**config.mk**
```make
export PLATFORM = sky130hd
export DESIGN_NAME = shift_counter_ctrl
export DESIGN_NICKNAME = d
export VERILOG_FILES = /design/src/rtl/shift_counter_pkg.sv /design/src/rtl/shift_counter_core.sv /design/src/rtl/shift_counter_ctrl.sv
export SDC_FILE = /design/constraint.sdc
export NUM_CORES = 1
export LEC_CHECK = 0
export ABC_AREA = 1
export BUFFER_PORTS_ARGS = -buffer_cell sky130_fd_sc_hd__buf_2
export CORE_UTILIZATION = 45
export DETAILED_ROUTE_END_ITERATION = 10
export HOLD_SLACK_MARGIN = 0.08
export PLACE_DENSITY_LB_ADDON = 0.15
export RECOVER_POWER = 25
export SLEW_MARGIN = 5
export SYNTH_ARGS = -nofsm -noshare
export SYNTH_HDL_FRONTEND = slang
export SYNTH_SLANG_ARGS = --single-unit
```
**constraint.sdc**
```tcl
create_clock -name clk -period 2.2 [get_ports clk]
set_input_delay 0.11 -clock clk [delete_from_list [all_inputs] [get_ports clk]]
set_output_delay 0.11 -clock clk [all_outputs]
set_load 0.02 [all_outputs]
```
**src/rtl/shift_counter_pkg.sv**
```systemverilog
// Shared encodings for the ring/Johnson shift counter sequencer.
// Mode constants and the sequencer FSM state type.
package shift_counter_pkg;

    localparam logic MODE_RING    = 1'b0;
    localparam logic MODE_JOHNSON = 1'b1;

    typedef enum logic [1:0] {
        IDLE = 2'd0,
        RUN  = 2'd1,
        DONE = 2'd2
    } state_t;

endpackage

```
**src/rtl/shift_counter_core.sv**
```systemverilog
// Combinational next-value and seed-legality block for the shift counter.
// Shifts q in the run mode, and validates/repairs a seed in the command mode.
module shift_counter_core
    import shift_counter_pkg::*;
#(
    parameter int WIDTH = 4
) (
    input  logic             run_mode,
    input  logic [WIDTH-1:0] q,
    input  logic             seed_mode,
    input  logic [WIDTH-1:0] seed,
    output logic [WIDTH-1:0] next_q,
    output logic             seed_legal,
    output logic [WIDTH-1:0] seed_fixed
);

    int transitions;

    // NOTE: every combinational output is given a default before any branch so no latch is inferred.
    always_comb begin
        next_q      = {q[WIDTH-2:0], q[WIDTH-1]};
        transitions = 0;
        seed_legal  = 1'b1;
        seed_fixed  = seed;

        if (run_mode == MODE_JOHNSON) begin
            next_q = {q[WIDTH-2:0], ~q[WIDTH-1]};
        end

        // A Johnson code has at most one boundary between its 0-run and 1-run.
        for (int i = 0; i < WIDTH - 1; i++) begin
            if (seed[i] != seed[i+1]) begin
                transitions = transitions + 1;
            end
        end

        if (seed_mode == MODE_RING) begin
            seed_legal = |seed;
            if (!seed_legal) begin
                seed_fixed = {{(WIDTH-1){1'b0}}, 1'b1};
            end
        end else begin
            seed_legal = (transitions <= 1);
            if (!seed_legal) begin
                seed_fixed = '0;
            end
        end
    end

endmodule

```
**src/rtl/shift_counter_ctrl.sv**
```systemverilog
// Command-driven sequencer for a ring/Johnson shift counter.
// Loads a (repaired) seed, shifts the requested steps, flags wrap and completion.
module shift_counter_ctrl
    import shift_counter_pkg::*;
#(
    parameter int WIDTH = 4,
    parameter int CNT_W = 8
) (
    input  logic             clk,
    input  logic             rst,
    input  logic             cmd_valid,
    output logic             cmd_ready,
    input  logic             cmd_mode,
    input  logic [WIDTH-1:0] cmd_seed,
    input  logic [CNT_W-1:0] cmd_steps,
    input  logic             hold,
    input  logic             abort,
    output logic [WIDTH-1:0] q,
    output logic             busy,
    output logic             done,
    output logic             wrap,
    output logic             err_fixed
);

    state_t           state, state_next;
    logic [WIDTH-1:0] start;
    logic [CNT_W-1:0] remaining;
    logic             mode;

    logic             load, shift, done_d, wrap_d, err_d;
    logic [WIDTH-1:0] next_q, seed_fixed;
    logic             seed_legal;

    shift_counter_core #(.WIDTH(WIDTH)) u_core (
        .run_mode   (mode),
        .q          (q),
        .seed_mode  (cmd_mode),
        .seed       (cmd_seed),
        .next_q     (next_q),
        .seed_legal (seed_legal),
        .seed_fixed (seed_fixed)
    );

    assign cmd_ready = (state == IDLE);
    assign busy      = (state != IDLE);

    always_comb begin
        state_next = state;
        load       = 1'b0;
        shift      = 1'b0;
        done_d     = 1'b0;

        unique case (state)
            IDLE: begin
                if (cmd_valid) begin
                    load       = 1'b1;
                    state_next = (cmd_steps == '0) ? DONE : RUN;
                end
            end
            RUN: begin
                if (abort) begin
                    state_next = IDLE;
                end else if (!hold) begin
                    shift = 1'b1;
                    if (remaining == CNT_W'(1)) begin
                        state_next = DONE;
                    end
                end
            end
            DONE: begin
                // Abort wins over the completion pulse.
                state_next = IDLE;
                done_d     = !abort;
            end
            default: state_next = IDLE;
        endcase

        wrap_d = shift && (next_q == start);
        err_d  = load && !seed_legal;
    end

    // NOTE: sequential state uses non-blocking assignments so every register samples pre-edge values.
    always_ff @(posedge clk or posedge rst) begin
        if (rst) begin
            state <= IDLE;
        end else begin
            state <= state_next;
        end
    end

    always_ff @(posedge clk or posedge rst) begin
        if (rst) begin
            q         <= '0;
            start     <= '0;
            remaining <= '0;
            mode      <= MODE_RING;
            done      <= 1'b0;
            wrap      <= 1'b0;
            err_fixed <= 1'b0;
        end else begin
            done      <= done_d;
            wrap      <= wrap_d;
            err_fixed <= err_d;
            if (load) begin
                q         <= seed_fixed;
                start     <= seed_fixed;
                mode      <= cmd_mode;
                remaining <= cmd_steps;
            end else if (shift) begin
                q         <= next_q;
                remaining <= remaining - CNT_W'(1);
            end
        end
    end

endmodule

```
# Word level (Yosys, flattened, before mapping)
# Index checks and enable logic that the tools add are counted.
dict set report word_totals {
  latch_bits 0
  output_inout_bits 9
  reg_bits 22
  n_memories 0
  elab_cells 57
  ram_bits 0
  input_bits 18
  mem_bits_ro 0
}
dict set report classes {
  multipliers 0
  order_cmp 1
  muxes 24
  n_addsub 3
  n_reduce_logical 10
  n_div 0
  n_eq_ne 10
  bitwise 1
  shifts 0
}
# op n
set ops {}
lappend ops {{2-to-1 mux 32 bit} 2}
lappend ops {{adder 32 x 2 -> 32 bit (second input constant)} 1}
lappend ops {{less-or-equal comparator 32 x 2 -> 1 bit (second input constant)} 1}
lappend ops {{2-to-1 mux 4 bit} 5}
lappend ops {{2-to-1 mux 8 bit} 2}
lappend ops {{2-to-1 mux 2 bit} 5}
lappend ops {{2-to-1 mux 1 bit} 9}
lappend ops {{== test 8 x 1 -> 1 bit (second input constant)} 1}
lappend ops {{zero test 8 bit} 1}
lappend ops {{subtractor 8 x 1 -> 8 bit (second input constant)} 1}
lappend ops {{!= test 3 bit (second input constant)} 2}
lappend ops {{== test 4 bit} 1}
lappend ops {{case mux 2 bit (2 select lines)} 1}
lappend ops {{nonzero test 2 bit} 2}
lappend ops {{OR reduction 4 bit} 1}
lappend ops {{!= test 1 bit} 3}
lappend ops {{AND reduction 3 bit} 1}
lappend ops {{adder 1 x 1 -> 2 bit (second input constant)} 1}
lappend ops {{== test 2 x 1 -> 1 bit (second input constant)} 1}
lappend ops {{== test 2 bit (second input constant)} 1}
lappend ops {{logical AND 1 bit} 2}
lappend ops {{zero test 1 bit} 2}
lappend ops {{zero test 2 bit} 1}
lappend ops {{!= test 2 bit (second input constant)} 1}
lappend ops {{NOT 1 bit} 1}

# Longest topological paths before layout
dict set report depth {
  depth_word 10
  depth_mapped 8
  mapped_depth_nobuf 8
}

# Modules after synthesis
# From an unflattened synthesis, not the netlist that was laid out.
dict set report unflattened {
  cells_unflattened 203
  hier_area_um2 1443.9
}
# mod seq_area_each_um2 area_each_um2 cells_per_inst instances
set by_module_without_submodules {}
lappend by_module_without_submodules {shift_counter_ctrl 550.5 1260.0 173 1}
lappend by_module_without_submodules {shift_counter_core 0.0 183.9 30 1}

# Worst setup path before layout
# No wires, ideal clock.
dict set report synth_path {
  kind {register to register}
  from {register state[1]}
  to {register q[1]}
  t_required_ps 2127
  arrival_ps 1117
  path_stages_with_launch 7
  slack_ps 1010
  setup_time_ps 73
  n_path_buf 1
  period_less_slack_ps 1190
  path_cell_list {dfrtp_1 > nor2_4 > nand2_4 > inv_2 > buf_6 > nand3_1 > a21oi_2}
}
dict set report synth_via {
  elab_chain_cells 3
  elab_cells_between_ends 6
  classes_between {eq/ne (1); mux (3); reduce/logical (2)}
}
# item line_no
set synth_lines {}
lappend synth_lines {{start: declaration} shift_counter_ctrl.sv:25} ;# state_t state, state_next;
lappend synth_lines {{start signal: assignment} shift_counter_ctrl.sv:87} ;# state <= state_next;
lappend synth_lines {{zero test 2 bit (*)} --}
lappend synth_lines {{named net cmd_ready} shift_counter_ctrl.sv:12} ;# output logic cmd_ready,
lappend synth_lines {{2-to-1 mux 1 bit (*)} shift_counter_ctrl.sv:53} ;# unique case (state)
lappend synth_lines {{2-to-1 mux 4 bit or nonzero test 2 bit (tied branches)} --}
lappend synth_lines {{end signal: assignment} shift_counter_ctrl.sv:105} ;# q <= seed_fixed;
lappend synth_lines {{end signal: assignment} shift_counter_ctrl.sv:110} ;# q <= next_q;
lappend synth_lines {{end: declaration} shift_counter_ctrl.sv:18} ;# output logic [WIDTH-1:0] q,
# Mark *: on every way through the listed nets, which the timed path passes. The rest lies on a longest branch.
# A chain may end at the register's enable or synchronous reset.

# Worst setup path in the final report
dict set report layout_path {
  from {register state[1]}
  to {register q[0]}
}
dict set report layout_via {
  elab_chain_cells 3
  elab_cells_between_ends 6
  classes_between {eq/ne (1); mux (3); reduce/logical (2)}
}
# item line_no
set layout_lines {}
lappend layout_lines {{== test 2 x 1 -> 1 bit or zero test 2 bit (tied branches)} shift_counter_ctrl.sv:53}
lappend layout_lines {{2-to-1 mux 1 bit} shift_counter_ctrl.sv:53}
lappend layout_lines {{nonzero test 2 bit (no line) or 2-to-1 mux 4 bit (tied branches)} --}
# Parallel ways exist; a longest one is shown, timed or not.

==> results.cfg <==
[status]
status = finished, final reports clean

[cells_and_area]
drive_above_1_share_pct = 15.4
layout_common_cells = nand2_1 (41), inv_1 (25), nor2_1 (25)
seq_area_um2 = 551
syn_to_final_growth_pct = 18.5
num-fill-cells = 282
layout_commonest_cell = nand2_1
design_area_mm2 = 0.00154
nNetsFinal = 231
multi_input_area_um2 = 617
diodes = 0

[timing]
fmax_mhz = 677
period_minus_slack_ps = 1480
post-route-period-util_pct = 67.2
worst_slew_pin_slew_ps = 856
setup_violations = 0
hold_violations = 0
setup-tns-final_ps = 0
drv_slew = 0
hold_ws_ps = 112
finClkSkew_ps = 1.24
rsz0062_at_grt = false
slew_headroom_pct = 42.9

[worst_setup_path]
critPathArrivalTime_ps = 1720
r2r_slack_ps = 720
crit_start = state[1]$_DFFE_PP0P_
path_max_fanout = 14
crit_slowest_cell = dfrtp_1
critPathRequiredTime_ps = 2450
r2r_start = state[1]$_DFFE_PP0P_
rr_endpoint = q[0]$_DFFE_PP0P_
crit_chain = nor2_1, nand2_4, inv_2, nand3_1, a21oi_1
cp-end-kind = flop
critPathMaxStageDelay_ps = 440
critPathLaunchType = flop
path_class = flop to flop
reg2reg_depth = 5

[die]
fp.dieH_um = 55.8
ioPinCount = 27
die_w_um = 55.8
dieArea_mm2 = 0.00311
coreArea_mm2 = 0.00276
rows = 19
initial_core_util_pct = 47.1

[logic_synthesis]
syn_avg_cell_area_um2 = 7.51
synth_top_cell_area_share_pct = 42.3
synth_compound_area_share_pct = 11.0
syn_inst = 173
yosysWarnings = 0
ys_ff_latch = 22
ys_types = 23
synthAdderAreaFrac_pct = 3.85
synthesis.nets = 195
synthMuxAreaShare_pct = 0
synth_top_area_cell = dfrtp_1
synth_top_family_by_area = simple AND/OR/NAND/NOR gates
netlist_area_mm2 = 0.00130
ys_top_cells_by_area = dfrtp_1 (42%), nand2_1 (12%), inv_1 (6.9%)
synth_xor_area_share_pct = 3.37
synth-simple-area-share_pct = 29.8
ys_seq_area_share_pct = 42.3

[power]
leakagePower_nw = 0.808
peakVddDrop_mv = 0.672
power_density_mw_per_mm2 = 1180
power_mw = 1.82

[hold_path]
hold_depth = 3
holdPathEnd = state[1]$_DFFE_PP0P_
min_from = cmd_valid
hold_path.class = primary input to flop

[routing]
wl_met1_mm = 1.38
drt-wirelength-per-cell_um = 12.1
highest_layer = met4
drc = 0
met2_wirelength_mm = 1.36
vias = 1227
vias_per_cell = 5.13
final_antenna_net_count = 0
drt-pass1-iter-count = 4
wirelength_mm = 2.89
met3_length_um = 119
drt_iter0_drc = 57

[cts]
htree_levels = 1
cts_buffers = 3
cts_tree = done
clock_latency_ps = 310
cts_resized = 0
clockRootBuffer = clkbuf_4
clockBufferDepth = 2
clock_sinks = 22
path_clk_slew_ps = 130

[global_route]
grt_pass1_wl_mm = 4.80
grt_overflow = 0
grt_pass1_vias = 1137
grt_max_degree = 23
grt_antenna_before_repair = 0
track_usage_pct = 19.6

[placement]
postPlaceCellArea_mm2 = 0.00145
globalplace.congestion = 0.863
place_hpwl_mm = 2.13
port_buffers = 26

[run]
cap_violations = 0
## worst max-delay path, delay by kind of cell (launching register included)
family	cells	cell delay (ps)
simple gates	3	620
compound gates	1	140
buf+inv	1	210
flops	1	440
## registers in the layout (all words and copies together), names as in the netlist
register / count
remaining: 8
q: 4
start: 4
state: 2
done: 1
err_fixed: 1
mode: 1
wrap: 1
## kinds of logic (layout without fill, tap and decap cells)
group	count (synthesis)	count (layout)
fa+ha+maj	4	4
simple gates	88	88
buf+inv	30	65
xor+xnor	5	5
compound gates	24	24
flops	22	22
## layout make-up
type	count	share of cell area, %
multi-input cells	121	40.0
flip-flops and latches	22	35.7
repair buffers	33	12.4
inverters	28	6.90
well taps	31	2.52
clock buffers	4	2.36
## layer usage
| layer | track usage (%) | up-vias |
|---|---|---|
| li1 | - | 615 |
| met1 | 26.8 | 578 |
| met2 | 32.2 | 30 |
| met3 | 2.09 | 4 |
| met4 | 7.50 | 0 |
| met5 | 0 | - |
## worst max-delay path by stage
stage	to	slack, ps	cells past startpoint
final	q[0]$_DFFE_PP0P_	720	5
after detailed placement	q[1]$_DFFE_PP0P_	950	5
after CTS	q[1]$_DFFE_PP0P_	920	5
after floorplan	q[1]$_DFFE_PP0P_	1010	6
after global routing	q[0]$_DFFE_PP0P_	590	5
after global placement	q[1]$_DFFE_PP0P_	1010	5
## stage by stage
| step | std cells | setup slack [ps] | util, % |
|---|---|---|---|
| finish | 239 | 723 | 55.9 |
| global route | 239 | 593 | 55.9 |
| CTS | 239 | 924 | 56.4 |
| detailed placement | 228 | 949 | 52.6 |
| global placement | 228 | 1010 | 52.6 |
| floorplan | 173 | 1010 | - |
## Yosys cell counts
library cell,count
nand2_1,41
inv_1,24
nor2_1,24
dfrtp_1,22
nand3_1,15
o21ai_0,12
ha_1,4
o211ai_1,4
xnor2_1,4
a21oi_1,3
inv_2,3
nand2_4,3
a21oi_2,2
nand4_1,2
o22ai_1,2
a21boi_1,1
buf_4,1
buf_6,1
clkinv_2,1
nor2_2,1
nor2_4,1
nor3_1,1
xor2_1,1
## report_power, final
| group | total, mW | internal, mW | switching [mW] | leakage (nW) |
|---|---|---|---|---|
| Sequential | 0.721 | 0.571 | 0.150 | 0.276 |
| Combinational | 0.874 | 0.319 | 0.555 | 0.511 |
| Clock | 0.229 | 0.101 | 0.128 | 0.0210 |
| Total | 1.82 | 0.991 | 0.833 | 0.808 |
## timing repair
item / in CTS / in global routing
hold endpoints to repair: 28 / 0
setup buffers: 0 / 0
hold buffers: 7 / 0
Note: power is estimated with default switching activity, not from simulation.
